### src/rtl/mux_rr_arbiter.sv
// Round-robin arbiter driving a shared 4:1 single-bit mux with registered grant/select.
// Optional per-winner hold limit enabled by defining ARB_HOLD_LIMIT_EN (limit = HOLD_MAX cycles).
module mux_rr_arbiter #(
    parameter int HOLD_MAX = 4
) (
    input  logic       clk,
    input  logic       rst_n,
    input  logic [3:0] req,
    input  logic [3:0] data_i,
    output logic [3:0] gnt,
    output logic [1:0] sel,
    output logic       valid,
    output logic       data_o
);

    typedef enum logic {
        IDLE  = 1'b0,
        GRANT = 1'b1
    } state_t;

    state_t     state_r;
    state_t     state_nxt_s;
    logic [3:0] gnt_r;
    logic [3:0] gnt_nxt_s;
    logic [1:0] sel_r;
    logic [1:0] sel_nxt_s;
    logic       valid_r;
    logic       valid_nxt_s;
    logic [1:0] last_r;
    logic [1:0] last_nxt_s;
    logic [3:0] cand_s;
    logic [2:0] pick_s;
    logic       load_s;
    logic       rotate_s;
    logic [3:0] sel_dec_s;

    // Returns {found, index} of the first set candidate after 'last', wrapping modulo 4.
    function automatic logic [2:0] rr_pick(input logic [3:0] cand, input logic [1:0] last);
        logic [2:0] res;
        logic [1:0] idx;
        res = 3'b000;
        for (int i = 3; i >= 0; i--) begin
            idx = last + 2'(i + 1);
            if (cand[idx]) begin
                res = {1'b1, idx};
            end else begin
                res = res;
            end
        end
        return res;
    endfunction

    // The current owner never competes against itself, so a rotation always moves on.
    assign cand_s = req & ~gnt_r;
    assign pick_s = rr_pick(cand_s, last_r);

`ifdef ARB_HOLD_LIMIT_EN
    localparam int CW = $clog2(HOLD_MAX + 1);

    logic [CW-1:0] hold_cnt_r;
    logic [CW-1:0] hold_cnt_nxt_s;

    assign rotate_s = (hold_cnt_r >= CW'(HOLD_MAX)) && (|cand_s);

    // Hold counter next value: 1 on a new grant, saturating count while held, 0 when idle.
    always_comb begin
        hold_cnt_nxt_s = hold_cnt_r;
        if (load_s) begin
            hold_cnt_nxt_s = CW'(1);
        end else if (state_nxt_s == GRANT) begin
            if (hold_cnt_r < CW'(HOLD_MAX)) begin
                hold_cnt_nxt_s = hold_cnt_r + CW'(1);
            end else begin
                hold_cnt_nxt_s = hold_cnt_r;
            end
        end else begin
            hold_cnt_nxt_s = {CW{1'b0}};
        end
    end

    // Hold counter register.
    always_ff @(posedge clk or negedge rst_n) begin
        if (!rst_n) begin
            hold_cnt_r <= {CW{1'b0}};
        end else begin
            hold_cnt_r <= hold_cnt_nxt_s;
        end
    end
`else
    assign rotate_s = 1'b0;
`endif

    // Next-state and grant selection; a release with other requests pending regrants on the same edge.
    always_comb begin
        state_nxt_s = state_r;
        gnt_nxt_s   = gnt_r;
        sel_nxt_s   = sel_r;
        valid_nxt_s = valid_r;
        last_nxt_s  = last_r;
        load_s      = 1'b0;
        case (state_r)
            IDLE: begin
                if (pick_s[2]) begin
                    load_s = 1'b1;
                end else begin
                    state_nxt_s = IDLE;
                end
            end
            GRANT: begin
                if (!req[sel_r] || rotate_s) begin
                    if (pick_s[2]) begin
                        load_s = 1'b1;
                    end else begin
                        state_nxt_s = IDLE;
                        gnt_nxt_s   = 4'b0000;
                        valid_nxt_s = 1'b0;
                    end
                end else begin
                    state_nxt_s = GRANT;
                end
            end
            default: begin
                state_nxt_s = IDLE;
                gnt_nxt_s   = 4'b0000;
                valid_nxt_s = 1'b0;
            end
        endcase
        if (load_s) begin
            state_nxt_s = GRANT;
            gnt_nxt_s   = 4'b0001 << pick_s[1:0];
            sel_nxt_s   = pick_s[1:0];
            valid_nxt_s = 1'b1;
            last_nxt_s  = pick_s[1:0];
        end else begin
            last_nxt_s  = last_r;
        end
    end

    // State, grant and round-robin pointer registers; pointer resets so requester 0 is first.
    always_ff @(posedge clk or negedge rst_n) begin
        if (!rst_n) begin
            state_r <= IDLE;
            gnt_r   <= 4'b0000;
            sel_r   <= 2'b00;
            valid_r <= 1'b0;
            last_r  <= 2'b11;
        end else begin
            state_r <= state_nxt_s;
            gnt_r   <= gnt_nxt_s;
            sel_r   <= sel_nxt_s;
            valid_r <= valid_nxt_s;
            last_r  <= last_nxt_s;
        end
    end

    assign sel_dec_s = 4'b0001 << sel_r;
    assign data_o    = valid_r & (|(data_i & sel_dec_s));
    assign gnt       = gnt_r;
    assign sel       = sel_r;
    assign valid     = valid_r;

endmodule

### config.mk
export PLATFORM = sky130hd
export DESIGN_NAME = mux_rr_arbiter
export DESIGN_NICKNAME = d
export VERILOG_FILES = /design/src/rtl/mux_rr_arbiter.sv
export SDC_FILE = /design/constraint.sdc
export NUM_CORES = 1
export LEC_CHECK = 0
export ABC_AREA = 1
export CAP_MARGIN = 0
export CORE_UTILIZATION = 51
export CTS_CLUSTER_DIAMETER = 200
export DETAILED_ROUTE_END_ITERATION = 8
export GPL_ROUTABILITY_DRIVEN = 0
export GPL_TIMING_DRIVEN = 0
export PLACE_DENSITY = 0.82
export SYNTH_ARGS = -nofsm -noshare
export SYNTH_HDL_FRONTEND = slang
export SYNTH_SLANG_ARGS = --single-unit
### constraint.sdc
create_clock -name clk -period 2.2 [get_ports clk]
set_clock_uncertainty 0.05 [all_clocks]
set_input_delay 0.33 -clock clk [delete_from_list [all_inputs] [get_ports clk]]
set_output_delay 0.33 -clock clk [all_outputs]
set_load 0.05 [all_outputs]
# Word level (Yosys, flattened, before mapping)
# Cells that the tools add are included.
[word_totals]
regBits = 10
input_bits = 10
output_inout_bits = 8
word_cells = 53
[classes]
addsub = 3
magnitude_cmp = 5
n_eq_ne = 2
shifts = 2
n_mux = 28
bitwise = 5
n_reduce_logical = 3
[ops]
columns = ["op", "n"]
rows = [
  ["$mux 4", 4],
  ["$lt 2x3->1 const B", 5],
  ["$mux 1", 13],
  ["$mux 3", 4],
  ["$bmux 1 s2", 5],
  ["$and 4x4->4", 2],
  ["$shl 1x2->4 const A", 2],
  ["$add 2x2->2 const B", 2],
  ["$not 4->4", 1],
  ["$pmux 1 s2", 2],
  ["$reduce_or 4->1", 1],
  ["$reduce_and 3->1", 1],
  ["$add 2x1->2 const B", 1],
  ["$ne 2x1->1 const B", 1],
  ["$ne 2x2->1 const B", 1],
  ["$reduce_bool 2->1", 1],
  ["$and 1x1->1", 1],
  ["$not 1->1", 1],
]

# Logic depth before layout (Yosys ltp)
[depth]
ltp_word = 13
ltp_mapped = 14
depth_no_buf = 13

# Worst setup path before layout
# Ideal clock, no wire load.
[synth_path]
path_kind = "flip-flop to output port"
startpoint = "register sel_r[0], in the netlist sel[0]"
endpoint = "output data_o"
arrival_ps = 1784
setup_slack_ps = 36
path_stages_with_launch = 5
path_cell_list = "dfrtp_1 > inv_2 > nor2_1 > nand2_1 > a41oi_1"
[synth_between]
elab_chain_len = 4
[synth_rtl]
columns = ["element", "line_no", "text"]
rows = [
  ["from (decl)", "25", "logic [1:0] sel_r;"],
  ["from (signal assigned)", "150", "sel_r <= sel_nxt_s;"],
  ["$shl 1x2->4", "156", "assign sel_dec_s = 4'b0001 << sel_r;"],
  ["$and 4x4->4", "157", "assign data_o = valid_r & (|(data_i & sel_dec_s));"],
  ["$reduce_or 4->1", "157", ""],
  ["$and 1x1->1", "157", ""],
  ["to (decl)", "13", "output logic data_o"],
]
# Every way passes these cells.

# Worst setup path after layout
# Same ends and word-level chain as after synthesis.

==> impl_metrics.py <==
metrics = {
    "status": {
        "run_status": "finished clean",
    },
    "global_route": {
        "track_usage_pct": 23.0,
        "grt_start_max_net_pins": 11,
        "globalRouteMet1Util_pct": 29.4,
        "wire_length_of_the_first_global_routing_pass_um": 2430,
        "grt.overflow.total": 0,
        "antenna_found_initial": 0,
        "first_global_vias": 612,
        "grt_util_met2_pct": 39.5,
        "global_route.peak_usage_layer": "met2",
        "grtUsageMet3_pct": 3.33,
    },
    "placement": {
        "port_buffers": 17,
        "dpl.hpwl_um": 1320,
    },
    "detailed_routing": {
        "route.detailed.drc": 0,
        "route.vias.total": 703,
        "wl_per_cell_um": 11.2,
        "first_pass_drt_iterations": 4,
        "detail_route.wirelength_um": 1600,
        "routed_via_density": 4.92,
        "drtAntennaViolNets": 0,
        "detailedRoute.firstIterationViolations": 10,
    },
    "setup_path": {
        "reg2reg_from": "last_r[0]",
        "worstPathMaxFanout": 5,
        "worst-endpoint-arrival_ns": 1.68,
        "r2r_end": "gnt[0]",
        "worstSetupStartpointType": "register",
        "r2r_slack_ns": 0.49,
        "cp_data_required_time_ns": 1.82,
        "timing_worst_setup_path_type": "register to primary output",
        "crit_path_end_kind": "primary output",
        "worst_r2r_path_depth": 11,
    },
    "sta": {
        "final.setup.tns_ns": 0,
        "maxSlewHeadroom_pct": 66.4,
        "tightestPinTransition_ns": 0.502,
        "fmax_mhz": 484,
        "min_period_over_period_pct": 93.8,
        "setup_violations": 0,
        "fin_crit_ns": 2.06,
        "unrepaired_setup_endpoints_after_global_routing": "false",
        "number_of_pins_with_negative_max_slew_slack_in_the_final_report": 0,
        "hold_fails_final_rpt": 0,
    },
    "final_layout": {
        "layout_common_cells": "sky130_fd_sc_hd__nand2_1, sky130_fd_sc_hd__clkdlybuf4s50_1, sky130_fd_sc_hd__inv_1, sky130_fd_sc_hd__nand3_1, sky130_fd_sc_hd__dfrtp_1",
        "nets": 139,
        "num_antenna_cells": 0,
        "drive_above_1_share_pct": 19.5,
        "final_common_cell": "sky130_fd_sc_hd__nand2_1",
        "syn_to_final_growth_pct": 30.0,
    },
    "clock_tree": {
        "clockRootBuffer": "sky130_fd_sc_hd__clkbuf_4",
        "ctsHtreeMaxLevel": 1,
        "cts.repair_timing.setup_buffer_count": 0,
        "cts_tree": "built",
        "number_of_hold_repair_buffers_added_at_the_cts_stage": 0,
        "worst_skew_pair.late_latency_ns": 0.26,
        "cts_sinks": 10,
        "numCtsBuffers": 3,
        "clock_tree.buffer_depth": 2,
        "clkTransAtPathRegs_ns": 0.07,
        "cts_resized": 1,
    },
    "die": {
        "floorplan.core_area_mm2": 0.00133,
        "fp.dieArea_mm2": 0.00162,
        "placement_rows": 13,
        "fp.dieW_um": 40.2,
        "floorplan_die_height_um": 40.2,
        "start_util_pct": 55.9,
        "ios": 18,
    },
    "synth": {
        "yosys_warning_total": 0,
        "synth_area_um2": 746,
        "synth-seq-area-share_pct": 33.9,
        "synthesis.instances": 107,
        "synth_cell_type_count": 21,
        "net_count_after_synthesis": 117,
        "register_bit_count_reported_by_yosys": 10,
        "synthesis.area_per_instance_um2": 6.97,
    },
    "flow_run": {
        "max_cap_viol_count": 0,
    },
    "hold_path": {
        "timing.hold.worst.class": "primary input to asynchronous set/reset pin",
    },
}
-- final cells by class --
cell class / instances / area (µm²)
multi-input cells: 77 / 405
fillers: 116 / 364
flip-flops and latches: 10 / 253
repair buffers: 17 / 169
inverters: 19 / 76.3
clock buffers: 4 / 36.3
well taps: 15 / 18.8
plain buffers: 1 / 11.3
-- critical path, stage by stage, from the launching register on --
cell and delay, ns:
sky130_fd_sc_hd__dfrtp_1 0.43, sky130_fd_sc_hd__inv_2 0.08, sky130_fd_sc_hd__nor2_1 0.13, sky130_fd_sc_hd__nand2_1 0.07, sky130_fd_sc_hd__a41oi_1 0.15, sky130_fd_sc_hd__dlygate4sd2_1 0.56
-- Yosys cell counts (all sizes together) --
library cell	instances	share of area (%)
dfrtp	8	27
o21ai	6	5.5
nand3	15	11
a41oi	1	1.2
nor2	5	4.9
xor2	1	1.2
buf	1	1.5
nand2	47	28
inv	19	10
xnor2	1	1.2
a21oi	1	1.2
dfstp	2	7.0
-- sequential cells by signal (all words and copies together), names as in the netlist --
register	count
sel	2
state_r	1
last_r	2
gnt	4
valid	1
-- logic make-up after synthesis --
logic type / synth area share (%)
compound gates: 7.89
simple gates: 44.1
buf+inv: 11.7
xor+xnor: 2.35
flops: 33.9
-- per-stage QoR --
step	cells	hold WS [ns]	cell area [µm²]	setup slack [ns]	util, %
global route	143	0.358	970	0.00229	72.7
finish	143	0.322	970	0.136	72.7
floorplan	107	-0.0156	746	0.0357	-
detailed placement	139	0.458	935	-0.0918	70.1
CTS	143	0.326	970	0.146	72.7
global placement	139	0.441	935	-0.0582	70.1
-- metal layers --
layer  part of all wire (%)  wire [µm]
met1                     49        789
met2                     47        753
met3                    3.3         53
met4                   0.44          7
met5                      0          0
-- worst max-delay path by stage --
stage	start	to	slack [ns]	depth (start not counted)
2_1_floorplan	sel[0]	data_o	0.04	4
3_3_place_gp	data_i[3]	data_o	-0.06	4
3_5_place_dp	data_i[2]	data_o	-0.09	4
4_1_cts	sel[1]	data_o	0.15	4
5_1_grt	sel[0]	data_o	0.002	5
6_report	sel[0]	data_o	0.14	5
Power is left out: the tool's default activity adds up to more than one toggle a clock period on the data nets, which glitch-free logic cannot reach.
